`src/rtl/lock_pkg.sv`:
```
// lock_pkg: shared types, status codes and default combination for lock_seq_ctrl
package lock_pkg;
  localparam int DIGIT_W = 4;
  localparam logic [DIGIT_W-1:0] MAX_DIGIT = 4'd9;
  localparam int DEFAULT_LEN = 6;
  localparam logic [DIGIT_W-1:0] DEFAULT_COMBO [DEFAULT_LEN] = '{4'd8, 4'd7, 4'd5, 4'd8, 4'd2, 4'd8};
  localparam logic [2:0] ST_ENTRY   = 3'd0;
  localparam logic [2:0] ST_OPEN    = 3'd1;
  localparam logic [2:0] ST_FAIL    = 3'd2;
  localparam logic [2:0] ST_LOCKOUT = 3'd3;
  localparam logic [2:0] ST_PROG    = 3'd4;
  // state encodings equal the display codes so status is a plain copy of state
  typedef enum logic [2:0] {
    S_ENTRY   = ST_ENTRY,
    S_OPEN    = ST_OPEN,
    S_FAIL    = ST_FAIL,
    S_LOCKOUT = ST_LOCKOUT,
    S_PROG    = ST_PROG
  } state_t;
  function automatic logic [DIGIT_W-1:0] default_digit(input int i);
    return DEFAULT_COMBO[i % DEFAULT_LEN];
  endfunction
endpackage

```
`src/rtl/lock_timer.sv`:
```
// lock_timer: loadable saturating down-counter shared by lockout and entry timeout
module lock_timer #(
  parameter int W = 10
) (
  input  logic         i_clk,
  input  logic         i_rst_n,
  input  logic         i_load,
  input  logic [W-1:0] i_load_val,
  input  logic         i_en,
  output logic         o_zero,
  output logic         o_last
);
  logic [W-1:0] r_count;
  // load has priority over counting; the count holds at zero
  always_ff @(posedge i_clk or negedge i_rst_n)
    if (!i_rst_n) r_count <= '0;
    else if (i_load) r_count <= i_load_val;
    else if (i_en && r_count != '0) r_count <= r_count - 1'b1;
  assign o_zero = (r_count == '0);
  assign o_last = (r_count == W'(1));
endmodule

```
`src/rtl/lock_seq_ctrl.sv`:
```
// lock_seq_ctrl: keypad combination-lock sequencer; LOCK_PROG_EN adds reprogramming from OPEN
module lock_seq_ctrl
  import lock_pkg::*;
#(
  parameter int NUM_DIGITS     = 6,
  parameter int MAX_FAIL       = 3,
  parameter int LOCKOUT_CYCLES = 1000,
  parameter int TIMEOUT_CYCLES = 500
) (
  input  logic                              i_clk,
  input  logic                              i_rst_n,
  input  logic [DIGIT_W-1:0]                i_digit,
  input  logic                              i_digit_valid,
  output logic                              o_digit_ready,
  input  logic                              i_relock,
`ifdef LOCK_PROG_EN
  input  logic                              i_prog_req,
`endif
  output logic                              o_open,
  output logic                              o_locked_out,
  output logic [$clog2(MAX_FAIL+1)-1:0]     o_fail_cnt,
  output logic [$clog2(NUM_DIGITS+1)-1:0]   o_pos,
  output logic [2:0]                        o_status
);
  localparam int FW   = $clog2(MAX_FAIL + 1);
  localparam int PW   = $clog2(NUM_DIGITS + 1);
  localparam int TMAX = (LOCKOUT_CYCLES > TIMEOUT_CYCLES) ? LOCKOUT_CYCLES : TIMEOUT_CYCLES;
  localparam int TW   = $clog2(TMAX + 1);
  localparam logic [PW-1:0] LAST_POS = PW'(NUM_DIGITS - 1);
  localparam logic [FW-1:0] FAIL_MAX = FW'(MAX_FAIL);
  localparam logic [TW-1:0] T_LOCK   = TW'(LOCKOUT_CYCLES);
  localparam logic [TW-1:0] T_IDLE   = TW'(TIMEOUT_CYCLES);
  state_t             r_state, w_state_nxt;
  logic [PW-1:0]      r_pos, w_pos_nxt;
  logic [FW-1:0]      r_fail, w_fail_nxt;
  logic               r_mis, w_mis_nxt;
  logic               w_xfer, w_hit, w_load, w_tmr_en, w_tmr_zero, w_tmr_last, w_expire;
  logic [TW-1:0]      w_load_val;
  logic [DIGIT_W-1:0] w_combo [NUM_DIGITS];
  assign w_xfer   = i_digit_valid & o_digit_ready;
  assign w_hit    = (i_digit == w_combo[r_pos]) && (i_digit <= MAX_DIGIT);
  assign w_expire = w_tmr_zero | w_tmr_last;
  lock_timer #(.W(TW)) u_timer (
    .i_clk      (i_clk),
    .i_rst_n    (i_rst_n),
    .i_load     (w_load),
    .i_load_val (w_load_val),
    .i_en       (w_tmr_en),
    .o_zero     (w_tmr_zero),
    .o_last     (w_tmr_last)
  );
`ifdef LOCK_PROG_EN
  logic [DIGIT_W-1:0] r_combo [NUM_DIGITS];
  logic [DIGIT_W-1:0] r_shadow [NUM_DIGITS];
  logic               w_commit, w_shadow_clr, w_shadow_we;
  // shadow collects a program pass; the commit folds in the final digit so OPEN follows at once
  always_ff @(posedge i_clk or negedge i_rst_n)
    if (!i_rst_n)
      for (int i = 0; i < NUM_DIGITS; i++) begin
        r_combo[i]  <= default_digit(i);
        r_shadow[i] <= '0;
      end
    else
      for (int i = 0; i < NUM_DIGITS; i++) begin
        if (w_shadow_clr) r_shadow[i] <= '0;
        else if (w_shadow_we && r_pos == PW'(i)) r_shadow[i] <= i_digit;
        if (w_commit) r_combo[i] <= (r_pos == PW'(i)) ? i_digit : r_shadow[i];
      end
  assign w_combo = r_combo;
`else
  for (genvar g = 0; g < NUM_DIGITS; g++) assign w_combo[g] = default_digit(g);
`endif
  // state, position, mismatch flag and failure count registers
  always_ff @(posedge i_clk or negedge i_rst_n)
    if (!i_rst_n) begin
      r_state <= S_ENTRY;
      r_pos   <= '0;
      r_mis   <= 1'b0;
      r_fail  <= '0;
    end else begin
      r_state <= w_state_nxt;
      r_pos   <= w_pos_nxt;
      r_mis   <= w_mis_nxt;
      r_fail  <= w_fail_nxt;
    end
  // next-state, counters and timer control
  always_comb begin
    w_state_nxt = r_state;
    w_pos_nxt   = r_pos;
    w_mis_nxt   = r_mis;
    w_fail_nxt  = r_fail;
    w_load      = 1'b0;
    w_load_val  = T_IDLE;
    w_tmr_en    = 1'b0;
`ifdef LOCK_PROG_EN
    w_commit     = 1'b0;
    w_shadow_clr = 1'b0;
    w_shadow_we  = 1'b0;
`endif
    case (r_state)
      S_ENTRY: begin
        w_tmr_en = (r_pos != '0);
        if (w_xfer) begin
          w_load    = 1'b1;
          w_mis_nxt = r_mis | ~w_hit;
          w_pos_nxt = r_pos + 1'b1;
          if (r_pos == LAST_POS) begin
            w_state_nxt = (!r_mis && w_hit) ? S_OPEN : S_FAIL;
            w_fail_nxt  = (!r_mis && w_hit) ? '0 : r_fail;
            w_pos_nxt   = '0;
            w_mis_nxt   = 1'b0;
          end
        end else if (w_tmr_en && w_expire) begin
          w_pos_nxt = '0;
          w_mis_nxt = 1'b0;
        end
      end
      S_FAIL: begin
        w_fail_nxt  = (r_fail == FAIL_MAX) ? r_fail : r_fail + 1'b1;
        w_state_nxt = (w_fail_nxt == FAIL_MAX) ? S_LOCKOUT : S_ENTRY;
        w_load      = (w_fail_nxt == FAIL_MAX);
        w_load_val  = T_LOCK;
      end
      S_LOCKOUT: begin
        w_tmr_en = 1'b1;
        if (w_expire) begin
          w_state_nxt = S_ENTRY;
          w_fail_nxt  = '0;
        end
      end
      S_OPEN: begin
        if (i_relock) w_state_nxt = S_ENTRY;
`ifdef LOCK_PROG_EN
        else if (i_prog_req) begin
          w_state_nxt  = S_PROG;
          w_pos_nxt    = '0;
          w_shadow_clr = 1'b1;
          w_load       = 1'b1;
        end
`endif
      end
`ifdef LOCK_PROG_EN
      S_PROG: begin
        w_tmr_en = 1'b1;
        if (w_xfer) begin
          w_load = 1'b1;
          if (i_digit <= MAX_DIGIT) begin
            w_shadow_we = 1'b1;
            w_pos_nxt   = r_pos + 1'b1;
            if (r_pos == LAST_POS) begin
              w_commit    = 1'b1;
              w_pos_nxt   = '0;
              w_state_nxt = S_OPEN;
            end
          end
        end else if (w_expire) begin
          w_state_nxt = S_OPEN;
          w_pos_nxt   = '0;
        end
      end
`endif
      default: w_state_nxt = S_ENTRY;
    endcase
  end
  assign o_digit_ready = (r_state == S_ENTRY) || (r_state == S_PROG);
  assign o_open        = (r_state == S_OPEN) || (r_state == S_PROG);
  assign o_locked_out  = (r_state == S_LOCKOUT);
  assign o_fail_cnt    = r_fail;
  assign o_pos         = r_pos;
  assign o_status      = r_state;
endmodule

```
`config.mk`:
```
export PLATFORM = sky130hd
export DESIGN_NAME = lock_seq_ctrl
export DESIGN_NICKNAME = d
export VERILOG_FILES = /design/src/rtl/lock_pkg.sv /design/src/rtl/lock_timer.sv /design/src/rtl/lock_seq_ctrl.sv
export SDC_FILE = /design/constraint.sdc
export NUM_CORES = 1
export LEC_CHECK = 0
export CORE_MARGIN = 8
export CORE_UTILIZATION = 52
export DETAILED_ROUTE_END_ITERATION = 7
export HOLD_SLACK_MARGIN = 0.15
export PLACE_DENSITY = 0.78
export SYNTH_ARGS = -nofsm -noshare
export SYNTH_HDL_FRONTEND = slang
export SYNTH_SLANG_ARGS = --single-unit
```
`constraint.sdc`:
```
create_clock -name i_clk -period 2.67 [get_ports i_clk]
set_input_delay 0.4005 -clock i_clk [delete_from_list [all_inputs] [get_ports i_clk]]
set_output_delay 0.4005 -clock i_clk [all_outputs]
set_load 0.03 [all_outputs]
```
==> metrics.txt <==
critical path class=reg -> reg; ANT cells=0; Num CTS Buffers=3; post-synthesis compound-gate area fraction=0.168; antenna viol nets, final=0; Tot Pwr=1.65 mW; starting DRC count in detailed routing=25; Fill cells=~180; Final TNS setup=0 ns; Max clock buf depth=2; Post-Syn Area=roughly 0.0012 mm²; Pleak=just under 0.6 nW; post-synthesis adder-cell area fraction=0.105; multiplexer area fraction after synthesis=0.0705; Slew headroom=0.478; Syn Nets=about 140; depth of the most critical reg-to-reg path=8; reg2reg end=o_fail_cnt[0]; largest family of logic cells by synthesized area=simple AND/OR/NAND/NOR gates; async set or reset register ratio after synthesis=1.00; commonest non-fill, non-tap cell in the layout=dfrtp_1; global-route wire length before repair=between 4 and 5 mm; fin crit period=2.28 ns; RR Startpoint=o_pos[0]; Final Util=0.648; total gr overflow=0; Initial DRT Pass Iterations=4; final setup violation count=0; Slew @ Worst Pin=0.780 ns; Core ar.=0.00219 mm²; crit start category=register; hold_ws=0.525 ns; Fin. Hold Viols=0; multi-input logic area=just under 700 µm²; wire length per cell=~15 µm; peak supply drop=about 0.76 mV; H-Tree Depth=1; #FFs+latches synth=18; Root Driver=clkbuf_4; Crit Path Max Fanout=5; post_cts resized=0; top_reg_cell synth=dfrtp_1; pre-CTS setup slack=approximately 0.4 ns; Critical Path RT=2.89 ns; status=finished, final reports clean; gr usage total=0.130; CP startpoint=o_pos[0]; area growth from synthesis to layout=19.3%; RD Place Congestion=0.850; Tcrit/Tclk final=0.854; Post-DP HPWL=approximately 2.1 mm; cells after synthesis=124; most frequent cells in the layout=dfrtp_1 (18), clkdlybuf4s50_1 (17), inv_1 (10), ha_1 (10), nand2_1 (9); clock sinks=18; CTS tree=done; Worst Setup EP=o_fail_cnt[0]; row cnt=17; xor and xnor area share after synthesis=0.0515; die area=around 0.004 mm²; routed vias=988; syn_area_per_cell=between 9 and 10 µm²; Clock Pin Slew Worst Setup and Hold Paths=0.10 ns; Clock Latency Late Sink=just under 0.3 ns; Final nets=around 160; FF-to-FF setup slack=slightly below 0.4 ns; largest net degree at the start of global routing=19; YS warnings=0; Sequential cell area=450 µm²; Setup crit end kind=register; worst hold path type=reg -> reg; number of global-route vias before repair=1018; hold-fix buffers at CTS=0; antenna violations before repair=0; RSZ-0062 raised after global routing=no; Final Slew Violations=0; Final Skew=between 0.005 and 0.006 ns; max_cap viols=0; Yosys cell types=38; pwr dens=approximately 1200 mW/mm²; fraction of the yosys area taken by sequential cells=0.379; final WL=2.55 mm; Post-synth EDFFs=0; chip height=about 64 µm; Die Span X=roughly 64 µm; final worst slack=0.390 ns; Top-Level Pins=19; share of layout cells above drive strength 1=0.0979; Port Buffers=17; Initial Util=0.543; crit path DAT=around 2.5 ns; Residual DRC=0; Vias/cell=5.78; area share of and/or/nand/nor cells after synthesis=0.182; post-CTS setup buffers=0; Max Clock Freq=about 440 MHz; Hold Crit Depth=1
==> registers in the layout (all words and copies together) (netlist names) <==
name	flops
r_mis	1
o_pos	3
u_timer.r_count	10
o_status	2
o_fail_cnt	2
==> worst min-delay path by stage <==
stage,from,to,slack (ns)
2_1_floorplan,i_rst_n,o_fail_cnt[0],0.10
3_3_place_gp,r_mis,r_mis,0.49
3_5_place_dp,r_mis,r_mis,0.49
4_1_cts,r_mis,r_mis,0.52
5_1_grt,r_mis,r_mis,0.54
6_report,r_mis,r_mis,0.52
==> metrics by stage <==
step,std cells,instance area [µm²]
2_1_floorplan,124,1190
3_3_place_gp,167,1380
3_5_place_dp,167,1380
4_1_cts,171,1420
5_1_grt,171,1420
6_report,171,1420
==> cells in the mapped netlist (all sizes together) (2+ instances only) <==
cell type / count / share of area
dfrtp: 18 / 0.38
ha: 10 / 0.11
inv: 10 / 0.032
nand2: 9 / 0.028
a21oi: 8 / 0.034
o21ai: 8 / 0.034
nor2: 6 / 0.019
mux2i: 5 / 0.042
nand3: 4 / 0.017
nor3: 4 / 0.021
xnor2: 4 / 0.029
a22o: 3 / 0.022
mux2: 3 / 0.028
nor2b: 3 / 0.016
nor4: 3 / 0.016
xor2: 3 / 0.022
a31oi: 2 / 0.011
and2: 2 / 0.011
o22a: 2 / 0.015
==> critical path, cell delays in order (launching register included) <==
cell     delay, ns
dfrtp_1       0.44
inv_1         0.10
ha_1          0.30
nor2b_1       0.16
or3_1         0.33
a21oi_1       0.20
a31oi_1       0.16
nor3_1        0.28
mux2i_1       0.24
==> layer usage <==
layer	GRT usage	part of all wire
met5	0	0
met4	0.0529	0.015
met3	0.0366	0.040
met2	0.236	0.52
met1	0.137	0.43
==> cells by family (layout without fill, tap and decap cells) <==
group	after synthesis	after routing
DFF	18	18
other	1	1
adders and majority gates	10	10
AOI/OAI and AO/OA	30	30
buffers and inverters	12	31
xor gates and xnor gates	7	7
and+or+nand+nor	38	38
muxes	8	8
==> where the power goes <==
| group | internal [mW] | switching [mW] |
|---|---|---|
| Combinational | 0.431 | 0.559 |
| Clock | 0.0831 | 0.0837 |
| Sequential | 0.378 | 0.118 |
| Total | 0.892 | 0.761 |
==> area by class of cell <==
type | count | area share
clock buffer | 4 | 0.0256
timing repair buffer | 17 | 0.120
multi-input combinational | 94 | 0.486
inverter | 10 | 0.0264
tap | 28 | 0.0247
sequential | 18 | 0.317
Note: power is estimated with default switching activity, not from simulation.
